### src/rtl/rv32_fetch_pkg.sv
// Shared types and helpers for the RV32 instruction fetch slice.
package rv32_fetch_pkg;

    localparam int unsigned XLEN        = 32;
    localparam int unsigned INSTR_BYTES = 4;

    typedef enum logic [1:0] {
        StInit,
        StRun,
        StHalt
    } fetch_state_e;

    typedef struct packed {
        logic [XLEN-1:0] pc;
        logic [XLEN-1:0] instr;
    } fetch_entry_t;

    // Word-aligned and fully inside the instruction memory.
    function automatic logic addr_ok(input logic [XLEN-1:0] addr, input int unsigned mem_bytes);
        return (addr[1:0] == 2'b00) && (addr <= mem_bytes - INSTR_BYTES);
    endfunction

endpackage

### src/rtl/fetch_fifo.sv
// Synchronous fetch buffer; flush beats push, push+pop on a full buffer is allowed.
module fetch_fifo
    import rv32_fetch_pkg::*;
#(
    parameter int unsigned DEPTH = 2
) (
    input  logic                         i_clk,
    input  logic                         i_reset,
    input  logic                         i_push,
    input  logic                         i_pop,
    input  logic                         i_flush,
    input  fetch_entry_t                 i_din,
    output fetch_entry_t                 o_dout,
    output logic [$clog2(DEPTH+1)-1:0]   o_count
);

    localparam int unsigned PtrW = $clog2(DEPTH);
    localparam int unsigned CntW = $clog2(DEPTH + 1);

    fetch_entry_t    r_mem [DEPTH];
    logic [PtrW-1:0] r_rd_ptr;
    logic [PtrW-1:0] r_wr_ptr;
    logic [CntW-1:0] r_count;
    logic            w_pop;
    logic            w_push;

    assign w_pop   = i_pop && (r_count != '0);
    assign w_push  = i_push && ((r_count != CntW'(DEPTH)) || w_pop);
    assign o_dout  = r_mem[r_rd_ptr];
    assign o_count = r_count;

    always_ff @(posedge i_clk) begin
        if (i_reset) begin
            r_rd_ptr <= '0;
            r_wr_ptr <= '0;
            r_count  <= '0;
            for (int i = 0; i < int'(DEPTH); i++) begin
                r_mem[i] <= '0;
            end
        end else if (i_flush) begin
            r_rd_ptr <= '0;
            r_wr_ptr <= '0;
            r_count  <= '0;
        end else begin
            if (w_push) begin
                r_mem[r_wr_ptr] <= i_din;
                r_wr_ptr        <= r_wr_ptr + PtrW'(1);
            end
            if (w_pop) begin
                r_rd_ptr <= r_rd_ptr + PtrW'(1);
            end
            case ({w_push, w_pop})
                2'b10:   r_count <= r_count + CntW'(1);
                2'b01:   r_count <= r_count - CntW'(1);
                default: r_count <= r_count;
            endcase
        end
    end

endmodule

### src/rtl/instr_fetch_ctrl.sv
// RV32 instruction fetch controller: PC sequencing, redirect flush, sticky fetch fault.
module instr_fetch_ctrl
    import rv32_fetch_pkg::*;
#(
    parameter logic [31:0] RESET_PC  = 32'h0000_0000,
    parameter int unsigned MEM_BYTES = 32,
    parameter int unsigned DEPTH     = 2
) (
    input  logic        i_clk,
    input  logic        i_reset,
    output logic [31:0] o_mem_addr,
    input  logic [31:0] i_mem_rd,
    input  logic        i_redirect_valid,
    input  logic [31:0] i_redirect_pc,
    output logic        o_inst_valid,
    input  logic        i_inst_ready,
    output logic [31:0] o_inst_data,
    output logic [31:0] o_inst_pc,
    output logic        o_fault_valid,
    output logic [31:0] o_fault_addr,
    output logic [31:0] o_fetch_count
);

    localparam int unsigned CntW = $clog2(DEPTH + 1);

    fetch_state_e    r_state;
    logic [31:0]     r_pc;
    logic            r_fault_valid;
    logic [31:0]     r_fault_addr;
    logic [31:0]     r_fetch_count;

    logic [CntW-1:0] w_count;
    fetch_entry_t    w_head;
    fetch_entry_t    w_din;
    logic            w_pop;
    logic            w_space;
    logic            w_pc_ok;
    logic            w_fetch;
    logic            w_flush;

    assign w_pop   = (w_count != '0) && i_inst_ready;
    assign w_space = (w_count < CntW'(DEPTH)) || w_pop;
    assign w_pc_ok = addr_ok(r_pc, MEM_BYTES);
    assign w_flush = (r_state == StRun) && i_redirect_valid;
    assign w_fetch = (r_state == StRun) && !i_redirect_valid && w_space && w_pc_ok;
    assign w_din   = '{pc: r_pc, instr: i_mem_rd};

    assign o_mem_addr    = r_pc;
    assign o_inst_valid  = (w_count != '0);
    assign o_inst_data   = w_head.instr;
    assign o_inst_pc     = w_head.pc;
    assign o_fault_valid = r_fault_valid;
    assign o_fault_addr  = r_fault_addr;
    assign o_fetch_count = r_fetch_count;

    fetch_fifo #(
        .DEPTH(DEPTH)
    ) u_fifo (
        .i_clk  (i_clk),
        .i_reset(i_reset),
        .i_push (w_fetch),
        .i_pop  (w_pop),
        .i_flush(w_flush),
        .i_din  (w_din),
        .o_dout (w_head),
        .o_count(w_count)
    );

    always_ff @(posedge i_clk) begin
        if (i_reset) begin
            r_state       <= StInit;
            r_pc          <= RESET_PC;
            r_fault_valid <= 1'b0;
            r_fault_addr  <= '0;
            r_fetch_count <= '0;
        end else begin
            case (r_state)
                StInit: r_state <= StRun;
                StRun: begin
                    if (i_redirect_valid) begin
                        if (addr_ok(i_redirect_pc, MEM_BYTES)) begin
                            r_pc <= i_redirect_pc;
                        end else begin
                            r_fault_valid <= 1'b1;
                            r_fault_addr  <= i_redirect_pc;
                            r_state       <= StHalt;
                        end
                    end else if (w_space) begin
                        // Out-of-range PC with room to fetch halts instead of wrapping.
                        if (w_pc_ok) begin
                            r_pc          <= r_pc + INSTR_BYTES;
                            r_fetch_count <= r_fetch_count + 32'd1;
                        end else begin
                            r_fault_valid <= 1'b1;
                            r_fault_addr  <= r_pc;
                            r_state       <= StHalt;
                        end
                    end
                end
                StHalt:  r_state <= StHalt;
                default: r_state <= StHalt;
            endcase
        end
    end

endmodule

### config.mk
export PLATFORM = sky130hd
export DESIGN_NAME = instr_fetch_ctrl
export DESIGN_NICKNAME = d
export VERILOG_FILES = /design/src/rtl/rv32_fetch_pkg.sv /design/src/rtl/fetch_fifo.sv /design/src/rtl/instr_fetch_ctrl.sv
export SDC_FILE = /design/constraint.sdc
export NUM_CORES = 1
export LEC_CHECK = 0
export CAP_MARGIN = 20
export CORE_ASPECT_RATIO = 0.75
export CORE_UTILIZATION = 55
export CTS_BUF_LIST = sky130_fd_sc_hd__clkbuf_2
export DETAILED_ROUTE_END_ITERATION = 8
export PLACE_DENSITY = 0.85
export SYNTH_ARGS = -nofsm -noshare
export SYNTH_HDL_FRONTEND = slang
export SYNTH_HIERARCHICAL = 1
export SYNTH_SLANG_ARGS = --single-unit
### constraint.sdc
create_clock -name i_clk -period 8.75 [get_ports i_clk]
set_input_delay 1.3125 -clock i_clk [delete_from_list [all_inputs] [get_ports i_clk]]
set_output_delay 1.3125 -clock i_clk [all_outputs]
set_load 0.02 [all_outputs]
==> impl_metrics.env <==
export IMPL_grt_pass1_wl_um=39100
export IMPL_tightestPinTransition_ns=0.8764
export IMPL_clock_power_share_pct=32.4
export IMPL_hold_violations=0
export IMPL_yosysMostFrequentCell="and2_1"
export IMPL_die_width_um=158.4
export IMPL_intPower_w=0.001603
export IMPL_crit_slowest_cell="or2_2"
export IMPL_drc=0
export IMPL_cp_arrival_ns=5.03
export IMPL_synth_cells=836
export IMPL_required_ns=9.17
export IMPL_p_sw_w=0.0005938
export IMPL_comb_power_share_pct=12.4
export IMPL_synth_commonest_cells="and2_1, edfxtp_1, dfxtp_1"
export IMPL_first_global_vias=7181
export IMPL_grt_max_degree=67
export IMPL_rsz0062_at_grt="no"
export IMPL_synth_top_area_share_pct=38.08
export IMPL_gp_congestion=0.8832
export IMPL_ant_nets=0
export IMPL_synthFlopType="edfxtp_1"
export IMPL_ioPinCount=230
export IMPL_core_area_mm2=0.01781
export IMPL_clock_path_buffers=3
export IMPL_via_per_inst=5.486
export IMPL_postCtsHoldBufs=0
export IMPL_timing_fmax_ghz=0.2169
export IMPL_synth_nets=907
export IMPL_crit_chain="buf_2 > buf_4 > nor4_1 > and4_1 > nand3_2 > inv_1 > nor4b_4 > buf_4 > or2_2 > buf_4"
export IMPL_hold_ws_ns=0.4950
export IMPL_stdcell_area_mm2=0.01296
export IMPL_initial_utilization_pct=56.67
export IMPL_yosysTopAreaCell="edfxtp_1"
export IMPL_swShare_pct=27.03
export IMPL_first_pass_iters=5
export IMPL_hold_path_class="reg2reg"
export IMPL_cts_resized=0
export IMPL_fin_tns_setup_ns=0
export IMPL_fin_util_pct=72.76
export IMPL_cts_max_level=2
export IMPL_startpoint_type="input pin"
export IMPL_grt_util_all_layers_pct=27.17
export IMPL_critPathMaxStageDelay_ns=0.67
export IMPL_root_buffer="clkbuf_2"
export IMPL_ys_top_cells_by_area="edfxtp_1, dfxtp_1, and2_1"
export IMPL_wire_per_inst_um=18.64
export IMPL_maxCapViolCount=0
export IMPL_post_route_period_util_pct=52.70
export IMPL_postPlaceCellArea_mm2=0.01245
export IMPL_ys_async_sr_fraction_pct=0
export IMPL_clkSinkCount=232
export IMPL_peakVddDrop_mv=0.1160
export IMPL_synth_cell_types=53
export IMPL_drv_slew=0
export IMPL_finClkSkew_ns=0.03940
export IMPL_drt_iter0_markers=560
export IMPL_dp_hpwl_um=16660
export IMPL_wl_um=25450
export IMPL_worstSetupEndpointType="flop"
export IMPL_syn_avg_cell_area_um2=12.07
export IMPL_crit_top_cell="buf_4"
export IMPL_total_power_w=0.002197
export IMPL_pwr_density_cell_mw_per_mm2=169.5
export IMPL_num_vias=7489
export IMPL_setup_viol=0
export IMPL_crit_path_max_fanout=66
export IMPL_yosysWarnings=6
export IMPL_fp_dieH_um=119.3
export IMPL_status="completed"
export IMPL_grt_overflow_total=0
export IMPL_layout_drive_gt1_share_pct=15.95
export IMPL_cts_setup_buffers=0
export IMPL_syn_area_mm2=0.01009
export IMPL_synth_edf_count=128
export IMPL_ys_ff_latch=232
export IMPL_nNetsFinal=1149
export IMPL_path_clk_slew_ns=0.10
export IMPL_clk_latency_ns=0.81
export IMPL_fin_crit_ns=4.611
export IMPL_critical_path_class="in2reg"
export IMPL_ys_seq_area_share_pct=58.70
export IMPL_pwr_share_seq_pct=55.2
export IMPL_cts_tree="built"
export IMPL_relSlewSlack_pct=41.58
export IMPL_dieArea_mm2=0.01891
export IMPL_area_delta_synth_final_pct=28.41
export IMPL_leakage_nw=4.762
export IMPL_rows=42
export IMPL_io_buffers=229
export IMPL_cts_buffers=55
export IMPL_antenna_found_initial=1
## flip-flops by register name, summed over array words and instances (netlist names), named ones only
register and count:
o_fault_valid 1, u_fifo/r_mem 128, o_fault_addr 32, u_fifo/r_wr_ptr 1, u_fifo/r_rd_ptr 1, o_fetch_count 32
o_mem_addr 32, r_state 2, u_fifo/o_count 2
## worst paths after layout
kind | startpoint | to | slack, ns | cells after the start
worst min register to register | r_state[1] | r_state[1] | 0.49 | 2
worst min-delay path | r_state[1] | r_state[1] | 0.49 | 2
worst max register to register | o_mem_addr[31] | u_fifo/r_mem[0][60] | 4.51 | 8
worst max-delay path | i_redirect_valid | u_fifo/r_mem[0][60] | 4.14 | 10
## cell usage in the layout (no fill, tap or decap), types with 17 or more instances in the layout
master and count:
clkdlybuf4s50_1 227, and2_1 153, edfxtp_1 128, dfxtp_1 103, clkbuf_2 84, mux2_2 64
nor2_1 51, a21oi_1 35, mux2i_1 32, a211oi_1 31, nand2_1 22, or4_1 17
## power groups by stage
stage | combinational (W) | sequential, W | clock [W]
after global routing | 0.000290 | 0.00122 | 0.000788
after floorplan | 0.000126 | 0.00125 | 0
after detailed placement | 0.000271 | 0.00124 | 0
final | 0.000272 | 0.00121 | 0.000711
after global placement | 0.000267 | 0.00124 | 0
after CTS | 0.000273 | 0.00121 | 0.000726
## stage by stage
| stage | worst slack (ns) | std cells |
|---|---|---|
| after floorplan | 4.663 | 836 |
| after detailed placement | 3.370 | 1263 |
| after global placement | 3.517 | 1263 |
| after CTS | 4.222 | 1364 |
| after global routing | 3.903 | 1365 |
| final | 4.139 | 1365 |
## layout make-up
class / instances / area (um^2)
sequential: 232 / 5927
fill: 1272 / 4852
multi-input combinational: 540 / 3832
timing repair buffer: 237 / 2342
clock buffer: 84 / 420.4
tap: 242 / 302.8
clock inverter: 17 / 90.09
inverter: 12 / 45.04
antenna: 1 / 2.502
## worst max-delay path, delay by kind of cell
kind,cells,cell delay [ns]
buffers and inverters,5,1.72
and+or+nand+nor,5,1.94
## logic make-up after synthesis
logic type               after synthesis  synth area share [%]
adder cells (fa/ha/maj)                3                0.3719
flip-flops                           232                 58.70
buffers and inverters                 64                 3.594
AND/OR/NAND/NOR                      327                 19.57
XOR/XNOR                               6                0.5206
multiplexers                          96                 10.31
AO/OA/AOI/OAI                        108                 6.929
## metal layers
layer	global-route usage [%]	wire length, um	share of wire, %	vias up
met1	38.05	11370	45	3557
met2	40.87	11370	45	325
li1	-	-	-	3562
met5	0	0	0	-
met3	7.023	2115	8.3	45
met4	9.375	591	2.3	0
(Power assumes the default switching activity.)
==> RTL edit 1: new RTL, config.mk and constraints unchanged <==
Change the parameter `MEM_BYTES` from 32 to 31.
--- a/src/rtl/instr_fetch_ctrl.sv
+++ b/src/rtl/instr_fetch_ctrl.sv
@@ -3,7 +3,7 @@
     import rv32_fetch_pkg::*;
 #(
     parameter logic [31:0] RESET_PC  = 32'h0000_0000,
-    parameter int unsigned MEM_BYTES = 32,
+    parameter int unsigned MEM_BYTES = 31,
     parameter int unsigned DEPTH     = 2
 ) (
     input  logic        i_clk,
Behaviour: not the same (Yosys sat finds a counterexample within 4 cycles, from zero or initial values and one cycle with i_reset high).
==> RTL edit 1 against the original RTL <==
Cell area rose by 1.4%. Largest power group unchanged. Routed wire length rose by 0.53%. Sequential power barely moved. Total power fell by 0.26%. Clock power barely moved. Setup slack improved by 0.015 ns. First-iteration DRC count rose by 3.6%. Sequential cell count did not move. Synthesized area rose by 1.5%. Largest cell class unchanged. Highest routed layer unchanged. Non-clock buffer count did not move. Clock skew rose by 0.020 ns. Cell count rose by 0.73%.
==> RTL edit 1: results (changes against the original RTL) <==
drt first pass iters 5 (unchanged); sequential fraction of the synthesis area 57.82% (was 58.70%); Worst-path clk slew 0.10 ns (about the same); cells resized by post-CTS repair 0 (unchanged); end point of the critical path u_fifo/r_mem[0][39]$_SDFFCE_PN0P_ (was u_fifo/r_mem[0][60]$_SDFFCE_PN0P_); WL final 25580 um (was 25450 um); Distinct cells, synth 56 (was 53); DR WL/cell 18.60 um (was 18.64 um); Largest stage delay, worst path 0.82 ns (was 0.67 ns); delay-heaviest family, CP simple AND/OR/NAND/NOR gates (unchanged); GP Congestion 0.8487 (was 0.8832); top post-synthesis cells by count 162 x and2_1, 128 x edfxtp_1, 104 x dfxtp_1 (was 153 x and2_1, 128 x edfxtp_1, 104 x dfxtp_1); R2R depth 7 (was 8); max reg flops 128 (unchanged); critical path arrival 5.00 ns (was 5.03 ns); Mean Syn Cell Area 12.01 um^2 (was 12.07 um^2); total track usage 26.68% (was 27.17%); status finished, final reports clean (unchanged); Area after DPL 12610 um^2 (was 12450 um^2); ys async rst share 0% (unchanged); Hold Path Stages 1 (was 2); P_leak 4.766 nW (was 4.762 nW); hold endpoint o_fault_valid$_SDFFE_PP0P_ (was r_state[1]$_SDFFE_PP0P_); DP Cell Count 1276 (was 1263); Fill cells 1260 (was 1272); slowest CP cell or2_4 (was or2_2); DP Worst Slack 3.406 ns (was 3.370 ns); vias in the first global route 7463 (was 7181); met2 Resource Use GR 41.87% (was 40.87%); worst rel slew slack 35.26% (was 41.58%); net count after synthesis 925 (was 907); final net count 1161 (was 1149); Num CTS Buffers 53 (was 55); Most flops, register u_fifo/r_mem (unchanged); via count 7759 (was 7489); worst clock skew 0.05934 ns (was 0.03940 ns); hold wc startpoint o_fault_valid$_SDFFE_PP0P_ (was r_state[1]$_SDFFE_PP0P_); Iter 0 DRT Violations 580 (was 560); initial antenna violation count 1 (unchanged); worst reg2reg startpoint o_mem_addr[2]$_SDFFE_PP0P_ (was o_mem_addr[31]$_SDFFE_PP0P_); CP startpoint i_redirect_valid (unchanged); Clock Tree Buf Depth 3 (unchanged); M3 GR Usage 5.695% (was 7.023%); VDD IR max 0.1043 mV (was 0.1160 mV); EDFF count, synth 128 (unchanged); port bufs 229 (unchanged); worst-skew pair later-pin latency 0.81 ns (about the same); FMAX 217.6 MHz (was 216.9 MHz); clock root buffer clkbuf_2 (unchanged); worst hold-check path type flop to flop (unchanged); Hold WS 0.4949 ns (was 0.4950 ns); Synthesis Warnings 6 (unchanged); dpl hpwl 17060 um (was 16660 um); leading cell types by total area after synthesis edfxtp_1 38%, dfxtp_1 20%, and2_1 9.9%, mux2_2 7.0%, mux2i_1 3.0% (was edfxtp_1 38%, dfxtp_1 21%, and2_1 9.5%, mux2_2 7.1%, mux2i_1 3.2%); GRT met1 Usage 36.62% (was 38.05%); layout cells sized above 1 15.90% (was 15.95%); first-pass GRT wire length 39850 um (was 39100 um); r2r setup slk 4.22 ns (was 4.51 ns); CP Max Fanout 66 (unchanged)
-- RTL edit 1: changes by cell type after synthesis, moves of 4 or more --
cell,unedited run,this run
o21ai_0,16,3
nand2_1,22,27
a21oi_1,35,58
nor2_1,51,18
or3_1,13,9
o21ai_1,0,9
and2_1,153,162
clkbuf_1,20,29
nand4_1,6,11
nor4_2,1,6
-- RTL edit 1: logic make-up (layout without fill, tap and decap cells) --
group | Yosys count | after routing | synth area share [%]
AO/OA/AOI/OAI | 136 | 136 | 8.400
buffers and inverters | 65 | 344 | 3.382
adder cells (fa/ha/maj) | 4 | 4 | 0.4884
multiplexers | 96 | 96 | 10.17
other | 0 | 1 | 0
flip-flops | 232 | 232 | 57.82
XOR/XNOR | 7 | 7 | 0.5982
AND/OR/NAND/NOR | 313 | 313 | 19.14
-- RTL edit 1: cell type report --
| cell class | count | area [um^2] | area share (%) |
|---|---|---|---|
| sequential | 232 | 5929 | 45.13 |
| multi-input combinational | 556 | 4005 | 30.48 |
| timing repair buffer | 237 | 2342 | 17.83 |
| clock buffer | 76 | 380.4 | 2.895 |
| tap | 242 | 302.8 | 2.305 |
| clock inverter | 22 | 142.6 | 1.086 |
| inverter | 9 | 33.78 | 0.2571 |
| antenna | 1 | 2.502 | 0.01905 |
-- RTL edit 1: per-layer routing --
| layer | wire length (um) | vias up |
|---|---|---|
| li1 | - | 3651 |
| met1 | 11420 | 3746 |
| met2 | 11810 | 312 |
| met3 | 1685 | 50 |
| met4 | 666 | 0 |
| met5 | 0 | - |
-- RTL edit 1: report_power, final --
group / total (mW) / leakage, nW / switching [mW] / internal, mW
Combinational: 0.265 / 2.20 / 0.140 / 0.125
Clock: 0.713 / 0.381 / 0.418 / 0.295
Sequential: 1.21 / 2.18 / 0.0220 / 1.19
==> RTL edit 2: new RTL, same flow settings <==
Made on the original files. Encoding of `fetch_state_e`: now one-hot (3 bits for 3 states).
--- a/src/rtl/rv32_fetch_pkg.sv
+++ b/src/rtl/rv32_fetch_pkg.sv
@@ -4,10 +4,10 @@
     localparam int unsigned XLEN        = 32;
     localparam int unsigned INSTR_BYTES = 4;
 
-    typedef enum logic [1:0] {
-        StInit,
-        StRun,
-        StHalt
+    typedef enum logic [2:0] {
+        StInit = 3'b001,
+        StRun  = 3'b010,
+        StHalt = 3'b100
     } fetch_state_e;
 
     typedef struct packed {
Behaviour: same outputs for any inputs over 4 cycles, from zero or initial values and one cycle with i_reset high; so few cycles prove little.
==> RTL edit 2 against the original RTL <==
Total power fell by 6.4%. Synthesized area is 1.4% higher. Setup slack better by 0.54 ns. Highest routed layer unchanged. Sequential cell count grew 1. Cell area increased by 1.1%. Synthesized cell count increased by 0.84%. Routed wire length grew 2.4%. Clock skew increased by 0.0063 ns. Hold slack improved by 0.0039 ns.
==> RTL edit 2: results (changes against the original RTL) <==
fraction of area in registers 45.39% (was 45.72%); Reg-to-Reg End u_fifo/r_mem[0][32]$_SDFFCE_PN0P_ (was u_fifo/r_mem[0][60]$_SDFFCE_PN0P_); hold wc startpoint o_fetch_count[31]$_SDFFE_PP0P_ (was r_state[1]$_SDFFE_PP0P_); sequential fraction of the synthesis area 58.11% (was 58.70%); VDD IR max 0.09005 mV (was 0.1160 mV); #MultiIn Comb 549 (was 540); fraction of area in multi-input gates 30.42% (was 29.57%); worst rel slew slack 33.85% (was 41.58%); GP Congestion 0.8483 (was 0.8832); worst clock skew 0.04567 ns (was 0.03940 ns); total track usage 26.95% (was 27.17%); vias in the first global route 7246 (was 7181); non-filler cells in the finished layout 1367 (was 1365); net count after synthesis 914 (was 907); ClkCell Share 3.875% (was 3.938%); bufs w/o clock 236 (was 237); clock buffers 82 (was 84); hold endpoint o_fetch_count[31]$_SDFFE_PP0P_ (was r_state[1]$_SDFFE_PP0P_); largest net degree at the start of global routing 67 (unchanged); Iter 0 DRT Violations 488 (was 560); met2 Resource Use GR 41.57% (was 40.87%); dpl hpwl 17530 um (was 16660 um); GRT met1 Usage 37.98% (was 38.05%); Met1 Wirelength 11570 um (was 11370 um); DP Cell Count 1267 (was 1263); P_leak 4.739 nW (was 4.762 nW); Hold WS 0.4989 ns (was 0.4950 ns); leading cell types by total area after synthesis edfxtp_1 38%, dfxtp_1 21%, and2_1 9.8%, mux2_2 7.3%, mux2i_1 3.3% (was edfxtp_1 38%, dfxtp_1 21%, and2_1 9.5%, mux2_2 7.1%, mux2i_1 3.2%); r2r setup slk 4.99 ns (was 4.51 ns); vias per inst 5.620 (was 5.486); first-pass GRT wire length 39760 um (was 39100 um); Fill cells 1237 (was 1272); Mapped Cells 843 (was 836); Largest stage delay, worst path 0.91 ns (was 0.67 ns); Layout non-clock buf frac 17.81% (was 18.07%); max reg flops 128 (unchanged); final net count 1151 (was 1149); initial antenna violation count 0 (was 1); Worst Path Class, Setup flop to output port (was primary input to flop); routed wl met3 2196 um (was 2115 um); Area after DPL 12600 um^2 (was 12450 um^2); critical path arrival 2.76 ns (was 5.03 ns); end point of the critical path o_inst_pc[11] (was u_fifo/r_mem[0][60]$_SDFFCE_PN0P_); delay-heaviest family, CP flip-flops (was simple AND/OR/NAND/NOR gates); status finished, final reports clean (unchanged); slowest CP cell dfxtp_4 (was or2_2); WL met2 11750 um (was 11370 um); clock root buffer clkbuf_2 (unchanged); Num CTS Buffers 53 (was 55); number of non-clock inverters in the layout 7 (was 12)
## RTL edit 2: cell types whose count changed after synthesis, sizes merged, moves of 4 or more
cell	delta
a21oi	+26
inv	-5
nand4	+6
nand2	-4
and2	+7
nand3	-4
buf	-10
clkbuf	+12
nor2	-30
## RTL edit 2: through the flow
step,setup slack (ns),total power [mW]
2_1_floorplan,4.575,1.291
3_3_place_gp,4.045,1.374
3_5_place_dp,3.900,1.378
4_1_cts,4.626,2.079
5_1_grt,4.528,2.143
6_report,4.679,2.058
## RTL edit 2: logic make-up after synthesis
kind of cell	count (synthesis)	share of synthesized area, %
flops	233	58.11
xor+xnor	6	0.5136
buf+inv	61	3.192
mux	100	10.59
compound gates	134	8.145
simple gates	306	19.08
fa+ha+maj	3	0.3669
## RTL edit 2: power breakdown
group / internal, mW / switching (mW)
clock network: 0.278 / 0.425
registers: 1.18 / 0.0107
logic: 0.0779 / 0.0862
